===== src/rtl/vrf_record_pkg.sv =====
// Shared types, sizing constants and the instruction-age helper for the VRF write record table.
package vrf_record_pkg;

  localparam int unsigned SLOTS       = 4;
  localparam int unsigned IDX_W       = 3;
  localparam int unsigned GRP_PER_REG = 8;
  localparam int unsigned OFF_W       = 3;
  localparam int unsigned MASK_W      = 8 * GRP_PER_REG;
  localparam int unsigned GI_W        = $clog2(MASK_W);

  typedef struct packed {
    logic              vd_valid;
    logic [4:0]        vd;
    logic              vs1_valid;
    logic [4:0]        vs1;
    logic [4:0]        vs2;
    logic [IDX_W-1:0]  instIndex;
    logic              gather;
    logic              gather16;
    logic              onlyRead;
    logic [MASK_W-1:0] elementMask;
  } record_t;

  // a is older than b; the index MSB is a wrap bit that flips the low-bit ordering
  function automatic logic older(input logic [IDX_W-1:0] a, input logic [IDX_W-1:0] b);
    return (a[IDX_W-2:0] < b[IDX_W-2:0]) ^ a[IDX_W-1] ^ b[IDX_W-1];
  endfunction

  // Mask bit for a register offset (0..7 within the footprint) and an element group
  function automatic logic [GI_W-1:0] grp_index(input logic [2:0] rel,
                                                input logic [OFF_W-1:0] off);
    return {rel, off};
  endfunction

endpackage


===== src/rtl/vrf_write_record_table_if.sv =====
// Enqueue / write / finish / RAW-query bus of the VRF write record table.
interface vrf_write_record_table_if;
  import vrf_record_pkg::*;

  logic                   enq_valid;
  logic                   enq_ready;
  record_t                enq_rec;
  logic                   wr_valid;
  logic [4:0]             wr_vd;
  logic [OFF_W-1:0]       wr_offset;
  logic [IDX_W-1:0]       wr_instIndex;
  logic                   fin_valid;
  logic [IDX_W-1:0]       fin_instIndex;
  logic                   rd_valid;
  logic [4:0]             rd_vs;
  logic [OFF_W-1:0]       rd_offset;
  logic [IDX_W-1:0]       rd_instIndex;
  logic                   rd_conflict;
  logic [SLOTS-1:0]       rec_valid;
  record_t [SLOTS-1:0]    rec_bits;

  modport master (
    output enq_valid, enq_rec, wr_valid, wr_vd, wr_offset, wr_instIndex,
           fin_valid, fin_instIndex, rd_valid, rd_vs, rd_offset, rd_instIndex,
    input  enq_ready, rd_conflict, rec_valid, rec_bits
  );

  modport slave (
    input  enq_valid, enq_rec, wr_valid, wr_vd, wr_offset, wr_instIndex,
           fin_valid, fin_instIndex, rd_valid, rd_vs, rd_offset, rd_instIndex,
    output enq_ready, rd_conflict, rec_valid, rec_bits
  );

endinterface


===== src/rtl/vrf_record_slot.sv =====
// One record slot: holds the footprint and group-written mask of a single in-flight instruction,
// applies load/finish/write updates and reports whether it blocks the current RAW query.
module vrf_record_slot
  import vrf_record_pkg::*;
(
  input  logic             clock,
  input  logic             reset,
  input  logic             enq_load,
  input  record_t          enq_rec,
  input  logic             wr_valid,
  input  logic [4:0]       wr_vd,
  input  logic [OFF_W-1:0] wr_offset,
  input  logic [IDX_W-1:0] wr_instIndex,
  input  logic             fin_valid,
  input  logic [IDX_W-1:0] fin_instIndex,
  input  logic [4:0]       rd_vs,
  input  logic [OFF_W-1:0] rd_offset,
  input  logic [IDX_W-1:0] rd_instIndex,
  output logic             valid,
  output record_t          rec,
  output logic             freeing,
  output logic             rd_hit
);

  logic    valid_q, valid_d;
  record_t rec_q, rec_d;
  logic [4:0] wr_rel, rd_rel;
  logic    wr_hit;

  // Offsets are modulo-32 register distances from the destination base
  always_comb begin
    wr_rel  = wr_vd - rec_q.vd;
    rd_rel  = rd_vs - rec_q.vd;
    wr_hit  = wr_valid && valid_q && rec_q.vd_valid && (rec_q.instIndex == wr_instIndex) &&
              (wr_rel < 5'd8);
    freeing = fin_valid && valid_q && (rec_q.instIndex == fin_instIndex);
    rd_hit  = valid_q && rec_q.vd_valid && (rec_q.instIndex != rd_instIndex) &&
              older(rec_q.instIndex, rd_instIndex) && (rd_rel < 5'd8) &&
              !rec_q.elementMask[grp_index(rd_rel[2:0], rd_offset)];
  end

  // Next state: a load wins (slot is free or being freed), then finish, then write
  always_comb begin
    valid_d = valid_q;
    rec_d   = rec_q;
    if (enq_load) begin
      valid_d           = 1'b1;
      rec_d             = enq_rec;
      rec_d.elementMask = '0;
    end else if (freeing) begin
      valid_d           = 1'b0;
      rec_d.elementMask = '0;
    end else if (wr_hit) begin
      rec_d.elementMask[grp_index(wr_rel[2:0], wr_offset)] = 1'b1;
    end
  end

  // Slot state register
  always_ff @(posedge clock or negedge reset) begin
    if (!reset) begin
      valid_q <= 1'b0;
      rec_q   <= '0;
    end else begin
      valid_q <= valid_d;
      rec_q   <= rec_d;
    end
  end

  assign valid = valid_q;
  assign rec   = rec_q;

endmodule


===== src/rtl/vrf_write_record_table.sv =====
// VRF write record table: tracks in-flight writers per slot and answers one RAW query per cycle.
// Optional VRF_RECORD_BYPASS_EN lets an enqueue reuse a slot freed by a finish in the same cycle.
module vrf_write_record_table
  import vrf_record_pkg::*;
(
  input logic                      clock,
  input logic                      reset,
  vrf_write_record_table_if.slave  bus
);

  logic [SLOTS-1:0]    valid, freeing, hit, cand, load, dup;
  record_t [SLOTS-1:0] recs;
  logic                enq_ready, enq_fire, rd_conflict_q;

  for (genvar g = 0; g < SLOTS; g++) begin : g_slot
    vrf_record_slot u_slot (
      .clock         (clock),
      .reset         (reset),
      .enq_load      (load[g]),
      .enq_rec       (bus.enq_rec),
      .wr_valid      (bus.wr_valid),
      .wr_vd         (bus.wr_vd),
      .wr_offset     (bus.wr_offset),
      .wr_instIndex  (bus.wr_instIndex),
      .fin_valid     (bus.fin_valid),
      .fin_instIndex (bus.fin_instIndex),
      .rd_vs         (bus.rd_vs),
      .rd_offset     (bus.rd_offset),
      .rd_instIndex  (bus.rd_instIndex),
      .valid         (valid[g]),
      .rec           (recs[g]),
      .freeing       (freeing[g]),
      .rd_hit        (hit[g])
    );
  end

  // Slot allocation: lowest free slot, or (with bypass) lowest slot freed this cycle
  always_comb begin
    logic found;
`ifdef VRF_RECORD_BYPASS_EN
    enq_ready = (|(~valid)) | (|freeing);
    cand      = (|(~valid)) ? ~valid : freeing;
`else
    enq_ready = |(~valid);
    cand      = ~valid;
`endif
    enq_fire = bus.enq_valid && enq_ready;
    load     = '0;
    found    = 1'b0;
    for (int i = 0; i < SLOTS; i++) begin
      if (!found && cand[i]) begin
        load[i] = enq_fire;
        found   = 1'b1;
      end
    end
  end

  // Live slots (not being finished) that already own the offered instruction index
  always_comb begin
    for (int i = 0; i < SLOTS; i++) begin
      dup[i] = valid[i] && !freeing[i] && (recs[i].instIndex == bus.enq_rec.instIndex);
    end
  end

  enq_unique_a: assert property (@(posedge clock) disable iff (!reset) !(enq_fire && (|dup)));

  // RAW answer registered from pre-update slot state
  always_ff @(posedge clock or negedge reset) begin
    if (!reset) rd_conflict_q <= 1'b0;
    else        rd_conflict_q <= bus.rd_valid && (|hit);
  end

  assign bus.enq_ready   = enq_ready;
  assign bus.rd_conflict = rd_conflict_q;
  assign bus.rec_valid   = valid;
  assign bus.rec_bits    = recs;

endmodule


===== src/flat_wrapper.sv =====
// flat-port wrapper written by rule: the top's interface ports become plain ports
module vrf_write_record_table_flat import vrf_record_pkg::*;
  (clock, reset, bus_enq_valid, bus_enq_rec, bus_wr_valid, bus_wr_vd, bus_wr_offset, bus_wr_instIndex, bus_fin_valid, bus_fin_instIndex, bus_rd_valid, bus_rd_vs, bus_rd_offset, bus_rd_instIndex, bus_enq_ready, bus_rd_conflict, bus_rec_valid, bus_rec_bits);
  vrf_write_record_table_if bus_i ();
  input logic clock;
  input logic reset;
  input wire logic [$bits(bus_i.enq_valid)-1:0] bus_enq_valid;
  input wire logic [$bits(bus_i.enq_rec)-1:0] bus_enq_rec;
  input wire logic [$bits(bus_i.wr_valid)-1:0] bus_wr_valid;
  input wire logic [$bits(bus_i.wr_vd)-1:0] bus_wr_vd;
  input wire logic [$bits(bus_i.wr_offset)-1:0] bus_wr_offset;
  input wire logic [$bits(bus_i.wr_instIndex)-1:0] bus_wr_instIndex;
  input wire logic [$bits(bus_i.fin_valid)-1:0] bus_fin_valid;
  input wire logic [$bits(bus_i.fin_instIndex)-1:0] bus_fin_instIndex;
  input wire logic [$bits(bus_i.rd_valid)-1:0] bus_rd_valid;
  input wire logic [$bits(bus_i.rd_vs)-1:0] bus_rd_vs;
  input wire logic [$bits(bus_i.rd_offset)-1:0] bus_rd_offset;
  input wire logic [$bits(bus_i.rd_instIndex)-1:0] bus_rd_instIndex;
  output wire logic [$bits(bus_i.enq_ready)-1:0] bus_enq_ready;
  output wire logic [$bits(bus_i.rd_conflict)-1:0] bus_rd_conflict;
  output wire logic [$bits(bus_i.rec_valid)-1:0] bus_rec_valid;
  output wire logic [$bits(bus_i.rec_bits)-1:0] bus_rec_bits;
  assign bus_i.enq_valid = bus_enq_valid;
  assign bus_i.enq_rec = bus_enq_rec;
  assign bus_i.wr_valid = bus_wr_valid;
  assign bus_i.wr_vd = bus_wr_vd;
  assign bus_i.wr_offset = bus_wr_offset;
  assign bus_i.wr_instIndex = bus_wr_instIndex;
  assign bus_i.fin_valid = bus_fin_valid;
  assign bus_i.fin_instIndex = bus_fin_instIndex;
  assign bus_i.rd_valid = bus_rd_valid;
  assign bus_i.rd_vs = bus_rd_vs;
  assign bus_i.rd_offset = bus_rd_offset;
  assign bus_i.rd_instIndex = bus_rd_instIndex;
  assign bus_enq_ready = bus_i.enq_ready;
  assign bus_rd_conflict = bus_i.rd_conflict;
  assign bus_rec_valid = bus_i.rec_valid;
  assign bus_rec_bits = bus_i.rec_bits;
  vrf_write_record_table u_core (.clock(clock), .reset(reset), .bus(bus_i));
endmodule

===== config.mk =====
export PLATFORM = sky130hd
export DESIGN_NAME = vrf_write_record_table_flat
export DESIGN_NICKNAME = d
export VERILOG_FILES = /design/src/rtl/vrf_record_pkg.sv /design/src/rtl/vrf_write_record_table_if.sv /design/src/rtl/vrf_record_slot.sv /design/src/rtl/vrf_write_record_table.sv /design/src/flat_wrapper.sv
export SDC_FILE = /design/constraint.sdc
export NUM_CORES = 1
export LEC_CHECK = 0
export ABC_AREA = 1
export CAP_MARGIN = 20
export CORE_MARGIN = 3
export CORE_UTILIZATION = 50
export CTS_BUF_LIST = sky130_fd_sc_hd__clkbuf_16
export DETAILED_ROUTE_END_ITERATION = 10
export MAX_ROUTING_LAYER = met4
export PLACE_DENSITY = 0.81
export SYNTH_ARGS = -nofsm -noshare
export SYNTH_HDL_FRONTEND = slang
export SYNTH_SLANG_ARGS = --single-unit

===== constraint.sdc =====
create_clock -name clock -period 4.45 [get_ports clock]
set_clock_uncertainty 0.1 [all_clocks]
set_input_delay 1.1125 -clock clock [delete_from_list [all_inputs] [get_ports clock]]
set_output_delay 1.1125 -clock clock [all_outputs]
set_load 0.1 [all_outputs]

==> results.md, run 1 <==
* Pint at 8.45 mW
* First-pass GRT wire length at 107 mm
* Critical path arrival at 4000 ps
* WL met2 at 32.9 mm
* Num ports at 472
* Crit path required time at 4820 ps
* Core ar. at 0.0370 mm^2
* Clk_lat worst skew at 540 ps
* Seq cells post-synth at 353
* Area of the mapped netlist at 0.0190 mm^2
* Maxcap violations at 0
* GRT Util Overall at 34.4%
* Gate count of the mapped netlist at 2373
* Seq pwr share at 24.2%
* TritonCTS buffer count at 40
* Final WL at 69.4 mm
* Post-DP HPWL at 47.8 mm
* Fmax at 275 MHz
* Most common cell after layout, fill and taps aside: nand2_1
* Logic pwr share at 59.6%
* Die area at 0.0404 mm^2
* Fin crit share at 81.6%
* Cts hold-fix bufs at 0
* Final hold violation count at 0
* Setup crit start kind: primary input
* Peak VDD IR at 885 uV
* Top sig layer: met4
* Finish-stage setup viols at 0
* Worst Hold Class: flip-flop to flip-flop
* Crit end category: flip-flop
* Critical Path Fanout Max at 8
* Power Density at 790 mW/mm^2
* Setup TNS at 0 ps
* Max Root-Sink Buffers at 3
* Placement Rows at 70
* Slew HR at 24.2%
* Hold WS at 387 ps
* Sink Count at 353
* Outcome: complete, no violations
* DR vias at 18778
* Synth Area per Inst at 8.01 um^2
* Fraction of layout cells with a size suffix above 1 at 5.31%
* Most frequent cells in the layout: nand2_1 (526), clkdlybuf4s50_1 (401), dfrtp_1 (353)
* Pin count of the biggest net entering global routing at 133
* Initial antenna violation count at 3
* Drt pass-1 iters at 6
* Sw frac at 56.8%
* Setup bufs post-CTS at 0
* Vias per cell at 5.77
* Sequential area share after synthesis at 46.5%
* Nets at 2888
* Drc violations at 0
* Routability cong. at 0.935
* # H-tree levels at 2
* Syn Nets at 2539
* Reg clk slew, reported paths at 60 ps
* # fillers at 3035
* DR WL met3 at 8.21 mm
* Kind of critical path: primary input to flip-flop
* Area delta synth->final at 30.2%
* Post-layout min period at 3630 ps
* GR Overflow Total at 0
* Post-synth cell types at 46
* Vias in the first global route at 18535
* Die height at 201 um
* Area share of the largest cell type after synthesis at 46.5%
* Initial DRC count at 1712
* Clock power share at 16.2%
* Actual slew at the worst max-slew pin at 1130 ps
* Final Slew Violations at 0
* Synthesis Warnings at 0
* Number of routed nets with antenna violations at 0
* RSZ-0062 raised after global routing: false
* Chip Width at 201 um
* WL per Instance at 21.3 um
* CTS resizes at 0
* Starting density of the core at 51.3%
* Largest cells by area after synthesis: dfrtp_1 (46%), nand2_1 (10%), nand3_1 (8.7%), inv_1 (4.8%), o21ai_0 (3.6%)
* Number of port buffers at 407
* Post-synth top area cell: dfrtp_1
* CTS root buffer: clkbuf_16
* Routed length on met1 at 25.2 mm
* CTS tree: yes
* P_leak at 11.0 nW
* P_sw at 11.1 mW
==> sequential cells by signal, indices dropped and copies added (netlist names) <==
name	flops
u_core.g_slot.u_slot.rec	348
u_core.g_slot.u_slot.valid	4
u_core.bus.rd_conflict	1
==> through the flow <==
step	util, %	cells	setup slack (ps)	cell area, um^2	power, mW
after floorplan	-	2373	1330	19000	13.3
after global placement	63.4	3183	422	23500	16.1
after detailed placement	63.4	3183	349	23500	16.3
after CTS	66.7	3253	844	24700	19.5
after global routing	66.8	3257	695	24800	20.4
final	66.8	3257	818	24800	19.6
==> power groups by stage <==
stage	Combinational (mW)	Sequential [mW]	Clock, mW
4_1_cts	11.6	4.72	3.19
3_5_place_dp	11.6	4.75	0
3_3_place_gp	11.4	4.73	0
2_1_floorplan	3.39	9.88	0
6_report	11.7	4.73	3.16
5_1_grt	12.2	4.82	3.32
==> path summary, 6_finish.rpt <==
kind | start | to | slack, ps | cells after the start
min in group asynchronous | reset | u_core.g_slot[2].u_slot.rec[25] | 560 | 1
min reg2reg | u_core.g_slot[3].u_slot.rec[70] | u_core.g_slot[3].u_slot.rec[70] | 390 | 2
max reg2reg | u_core.g_slot[0].u_slot.rec[81] | u_core.g_slot[0].u_slot.rec[45] | 1590 | 9
min | u_core.g_slot[3].u_slot.rec[70] | u_core.g_slot[3].u_slot.rec[70] | 390 | 2
max in group asynchronous | reset | u_core.g_slot[2].u_slot.rec[83] | 2670 | 2
max | bus_wr_vd[0] | u_core.g_slot[0].u_slot.rec[45] | 820 | 11
==> cells by family (layout without fill, tap and decap cells) <==
family / count (synthesis) / count (layout) / share of synthesized area (%)
XOR/XNOR: 51 / 51 / 2.35
adder cells (fa/ha/maj): 48 / 48 / 3.47
buffers and inverters: 400 / 777 / 9.04
AND/OR/NAND/NOR: 1096 / 1096 / 25.2
other: 0 / 3 / 0
AO/OA/AOI/OAI: 425 / 425 / 13.5
flip-flops: 353 / 353 / 46.5
==> area by class of cell <==
| cell class | count | area (um^2) | share of cell area [%] |
|---|---|---|---|
| Antenna cell | 3 | 7.51 | 0.0303 |
| Multi-Input combinational cell | 1620 | 8530 | 34.5 |
| Inverter | 249 | 936 | 3.78 |
| Tap cell | 504 | 631 | 2.55 |
| Clock buffer | 41 | 1030 | 4.14 |
| Timing Repair Buffer | 458 | 4590 | 18.6 |
| Clock inverter | 29 | 200 | 0.809 |
| Sequential cell | 353 | 8830 | 35.7 |
==> synth_stat cells (all sizes together) <==
master,count
nand2,532
dfrtp,353
nand3,332
inv,248
o21ai,170
nor2,163
a21boi,83
buf,83
clkbuf,68
a31oi,64
o21a,50
a21oi,49
ha,40
xor2,37
nand4,35
nor3,22
xnor2,14
fa,8
nor4,4
or2,4
a211oi,3
a21o,3
nand3b,3
and2,1
clkinv,1
o211ai,1
o21bai,1
o22ai,1
==> worst max-delay path, stage by stage <==
cell and delay [ps]:
clkdlybuf4s50_1 400, inv_1 210, ha_1 220, inv_1 50, fa_1 400, xnor2_1 150, buf_4 170, nor3_1 830
nand2_1 150, nor2_1 180, o21a_1 130
==> per-layer routing <==
| metal | vias to the layer above | GRT usage [%] |
|---|---|---|
| met5 | - | - |
| met4 | 0 | 13.7 |
| met3 | 194 | 10.1 |
| met1 | 8971 | 41.7 |
| li1 | 8482 | - |
| met2 | 1131 | 54.3 |
No activity file was read; power rests on OpenSTA's default activity.
==> inputs of run 2 (changes only) <==
- clock period: 4.45 -> 3.67 ns (I/O delays scaled with it)
==> results.md, run 2 (synthesized netlist as in run 1, its figures left out) <==
* Chip Width at 201 um (unchanged)
* # fillers at 3168 (was 3035)
* Worst Hold Class: primary input to async pin (was flip-flop to flip-flop)
* DR vias at 18819 (was 18778)
* Reg-to-reg slack, setup at 870 ps (was 1590 ps)
* Power Density at 974 mW/mm^2 (was 790 mW/mm^2)
* Area delta synth->final at 26.7% (was 30.2%)
* Cts hold-fix bufs at 0 (unchanged)
* Initial antenna violation count at 3 (unchanged)
* Vias per cell at 5.72 (was 5.77)
* Number of port buffers at 407 (unchanged)
* Final WS setup at 414 ps (was 818 ps)
* Die area at 0.0404 mm^2 (unchanged)
* Max reg flops at 348 (unchanged)
* Placement Rows at 70 (unchanged)
* Slowest cell on crit path: nor3_1 (unchanged)
* CTS root buffer: clkbuf_16 (unchanged)
* Finish-stage setup viols at 0 (unchanged)
* Cell Chain, Critical Path: clkdlybuf4s50_1 -> inv_1 -> ha_1 -> inv_1 -> fa_1 -> inv_1 -> nor3_1 -> nand2_1 -> nor2_1 -> o21a_1 (was clkdlybuf4s50_1 -> inv_1 -> ha_1 -> inv_1 -> fa_1 -> xnor2_1 -> buf_4 -> nor3_1 -> nand2_1 -> nor2_1 -> o21a_1)
* Inst Count DP at 3213 (was 3183)
* Pin count of the biggest net entering global routing at 95 (was 133)
* FF/Latch Area at 0.00883 mm^2 (unchanged)
* Routability cong. at 0.933 (was 0.935)
* CTS resizes at 0 (unchanged)
* Final WL at 68.4 mm (was 69.4 mm)
* Most frequent cells in the layout: nand2_1 (526), buf_4 (423), dfrtp_1 (353) (was nand2_1 (526), clkdlybuf4s50_1 (401), dfrtp_1 (353))
* Core ar. at 0.0370 mm^2 (unchanged)
* R2R cell count at 8 (was 9)
* CP Buf/Inv Count at 4 (unchanged)
* Critical Path Fanout Max at 8 (unchanged)
* Maxcap violations at 0 (unchanged)
* RSZ-0062 raised after global routing: false (unchanged)
* Num ports at 472 (unchanged)
* Layout Cells excl Fill at 3288 (was 3257)
* Drc violations at 0 (unchanged)
* Launching point of the worst reg2reg path: u_core.g_slot[0].u_slot.rec[81] (unchanged)
* Drt pass-1 iters at 6 (unchanged)
* Crit end category: flip-flop (unchanged)
* Nets at 2918 (was 2888)
* Fmax at 307 MHz
* Max Root-Sink Buffers at 3 (unchanged)
* Die height at 201 um (unchanged)
* CTS tree: yes (unchanged)
* GR Overflow Total at 0 (unchanged)
* Slew HR at 29.3% (was 24.2%)
* Most common cell after layout, fill and taps aside: nand2_1 (unchanged)
* Starting density of the core at 51.3% (unchanged)
* Final hold violation count at 0 (unchanged)
* Fin crit share at 88.7%
* Final Power at 23.5 mW (was 19.6 mW)
* Vias in the first global route at 18375 (was 18535)
* Family with the most delay on the worst path: simple AND/OR/NAND/NOR gates (unchanged)
* TritonCTS buffer count at 40 (unchanged)
* Place WS at -132 ps (was 349 ps)
* GRT Util Overall at 34.1% (was 34.4%)
* Actual slew at the worst max-slew pin at 1050 ps (was 1130 ps)
* Worst path max stage delay at 750 ps (was 830 ps)
* Reg clk slew, reported paths at 60 ps (about the same)
* Initial DRC count at 1680 (was 1712)
* Most frequent cell on the critical path: inv_1 (unchanged)
* Peak VDD IR at 1090 uV (was 885 uV)
* # H-tree levels at 2 (unchanged)
* Post-DP HPWL at 47.8 mm (about the same)
* Fraction of layout cells with a size suffix above 1 at 19.1% (was 5.31%)
* Sink Count at 353 (unchanged)
* WL per Instance at 20.8 um (was 21.3 um)
* Critical path arrival at 3650 ps (was 4000 ps)
* Number of routed nets with antenna violations at 0 (unchanged)
* Final Slew Violations at 0 (unchanged)
* Setup bufs post-CTS at 0 (unchanged)
* Area of the multi-input gates at 0.00853 mm^2 (unchanged)
* Post-layout min period at 3260 ps
* Kind of critical path: primary input to flip-flop (unchanged)
* Crit path required time at 4060 ps (was 4820 ps)
* Setup crit start kind: primary input (unchanged)
* Outcome: complete, no violations (unchanged)
* P_leak at 11.8 nW (was 11.0 nW)
* Reg2reg end: u_core.g_slot[0].u_slot.rec[51] (was u_core.g_slot[0].u_slot.rec[45])
* Clk_lat worst skew at 560 ps (was 540 ps)
* First-pass GRT wire length at 106 mm (was 107 mm)
run 2: changes by cell type in the layout (fill, tap and decap cells not counted), moves of 2 or more:
| cell | delta |
|---|---|
| bufinv_16 | -2 |
| clkinvlp_4 | +3 |
| inv_1 | +3 |
| clkdlybuf4s50_1 | -351 |
| buf_4 | +379 |
| buf_12 | +2 |
| clkinv_4 | +2 |
| clkinv_1 | -5 |
run 2: per-stage QoR:
stage / hold WS (ps) / utilization [%] / cell area [um^2] / TNS (ps)
2_1_floorplan: 442 / - / 19000 / 0
3_3_place_gp: 368 / 61.7 / 22900 / -583
3_5_place_dp: 375 / 61.7 / 22900 / -2020
4_1_cts: 201 / 65.0 / 24100 / 0
5_1_grt: 229 / 65.1 / 24100 / 0
6_report: 197 / 65.1 / 24100 / 0
run 2: layer usage:
| layer | vias up | GRT usage, % | part of all wire [%] |
|---|---|---|---|
| li1 | 8539 | - | - |
| met4 | 0 | 13.1 | 4.2 |
| met2 | 1100 | 54.1 | 47 |
| met3 | 183 | 9.02 | 11 |
| met5 | - | - | 0 |
| met1 | 8997 | 42.0 | 38 |
run 2: worst max-delay path by stage:
| stage | from | end | slack [ps] | depth (start not counted) |
|---|---|---|---|---|
| 2_1_floorplan | u_core.g_slot[2].u_slot.rec[82] | u_core.g_slot[2].u_slot.rec[13] | 650 | 9 |
| 3_5_place_dp | bus_wr_vd[0] | u_core.g_slot[0].u_slot.rec[51] | -130 | 10 |
| 5_1_grt | bus_wr_vd[0] | u_core.g_slot[0].u_slot.rec[51] | 180 | 10 |
| 6_report | bus_wr_vd[0] | u_core.g_slot[0].u_slot.rec[51] | 410 | 10 |
| 4_1_cts | bus_wr_vd[0] | u_core.g_slot[0].u_slot.rec[51] | 450 | 10 |
| 3_3_place_gp | bus_wr_vd[0] | u_core.g_slot[0].u_slot.rec[51] | -70 | 10 |
run 2: worst register-to-register path, stage by stage (launching register included):
cell	delay (ps)
dfrtp_1	460
ha_1	210
inv_1	50
fa_1	660
inv_1	120
nor3_1	750
nand2_1	120
nor2_1	140
o21a_1	120
run 2: report_power, final:
part / switching [mW] / internal [mW] / leakage (nW)
Sequential: 0.940 / 4.81 / 4.76
Clock: 1.67 / 2.10 / 0.627
Combinational: 10.9 / 3.05 / 6.43
run 2: area by class of cell:
| type | count | area share (%) |
|---|---|---|
| well taps | 504 | 2.62 |
| diodes | 3 | 0.0311 |
| inverters | 249 | 3.88 |
| multi-input cells | 1620 | 35.4 |
| flip-flops and latches | 353 | 36.7 |
| clock inverters | 30 | 0.732 |
| repair buffers | 488 | 16.4 |
| clock buffers | 41 | 4.26 |
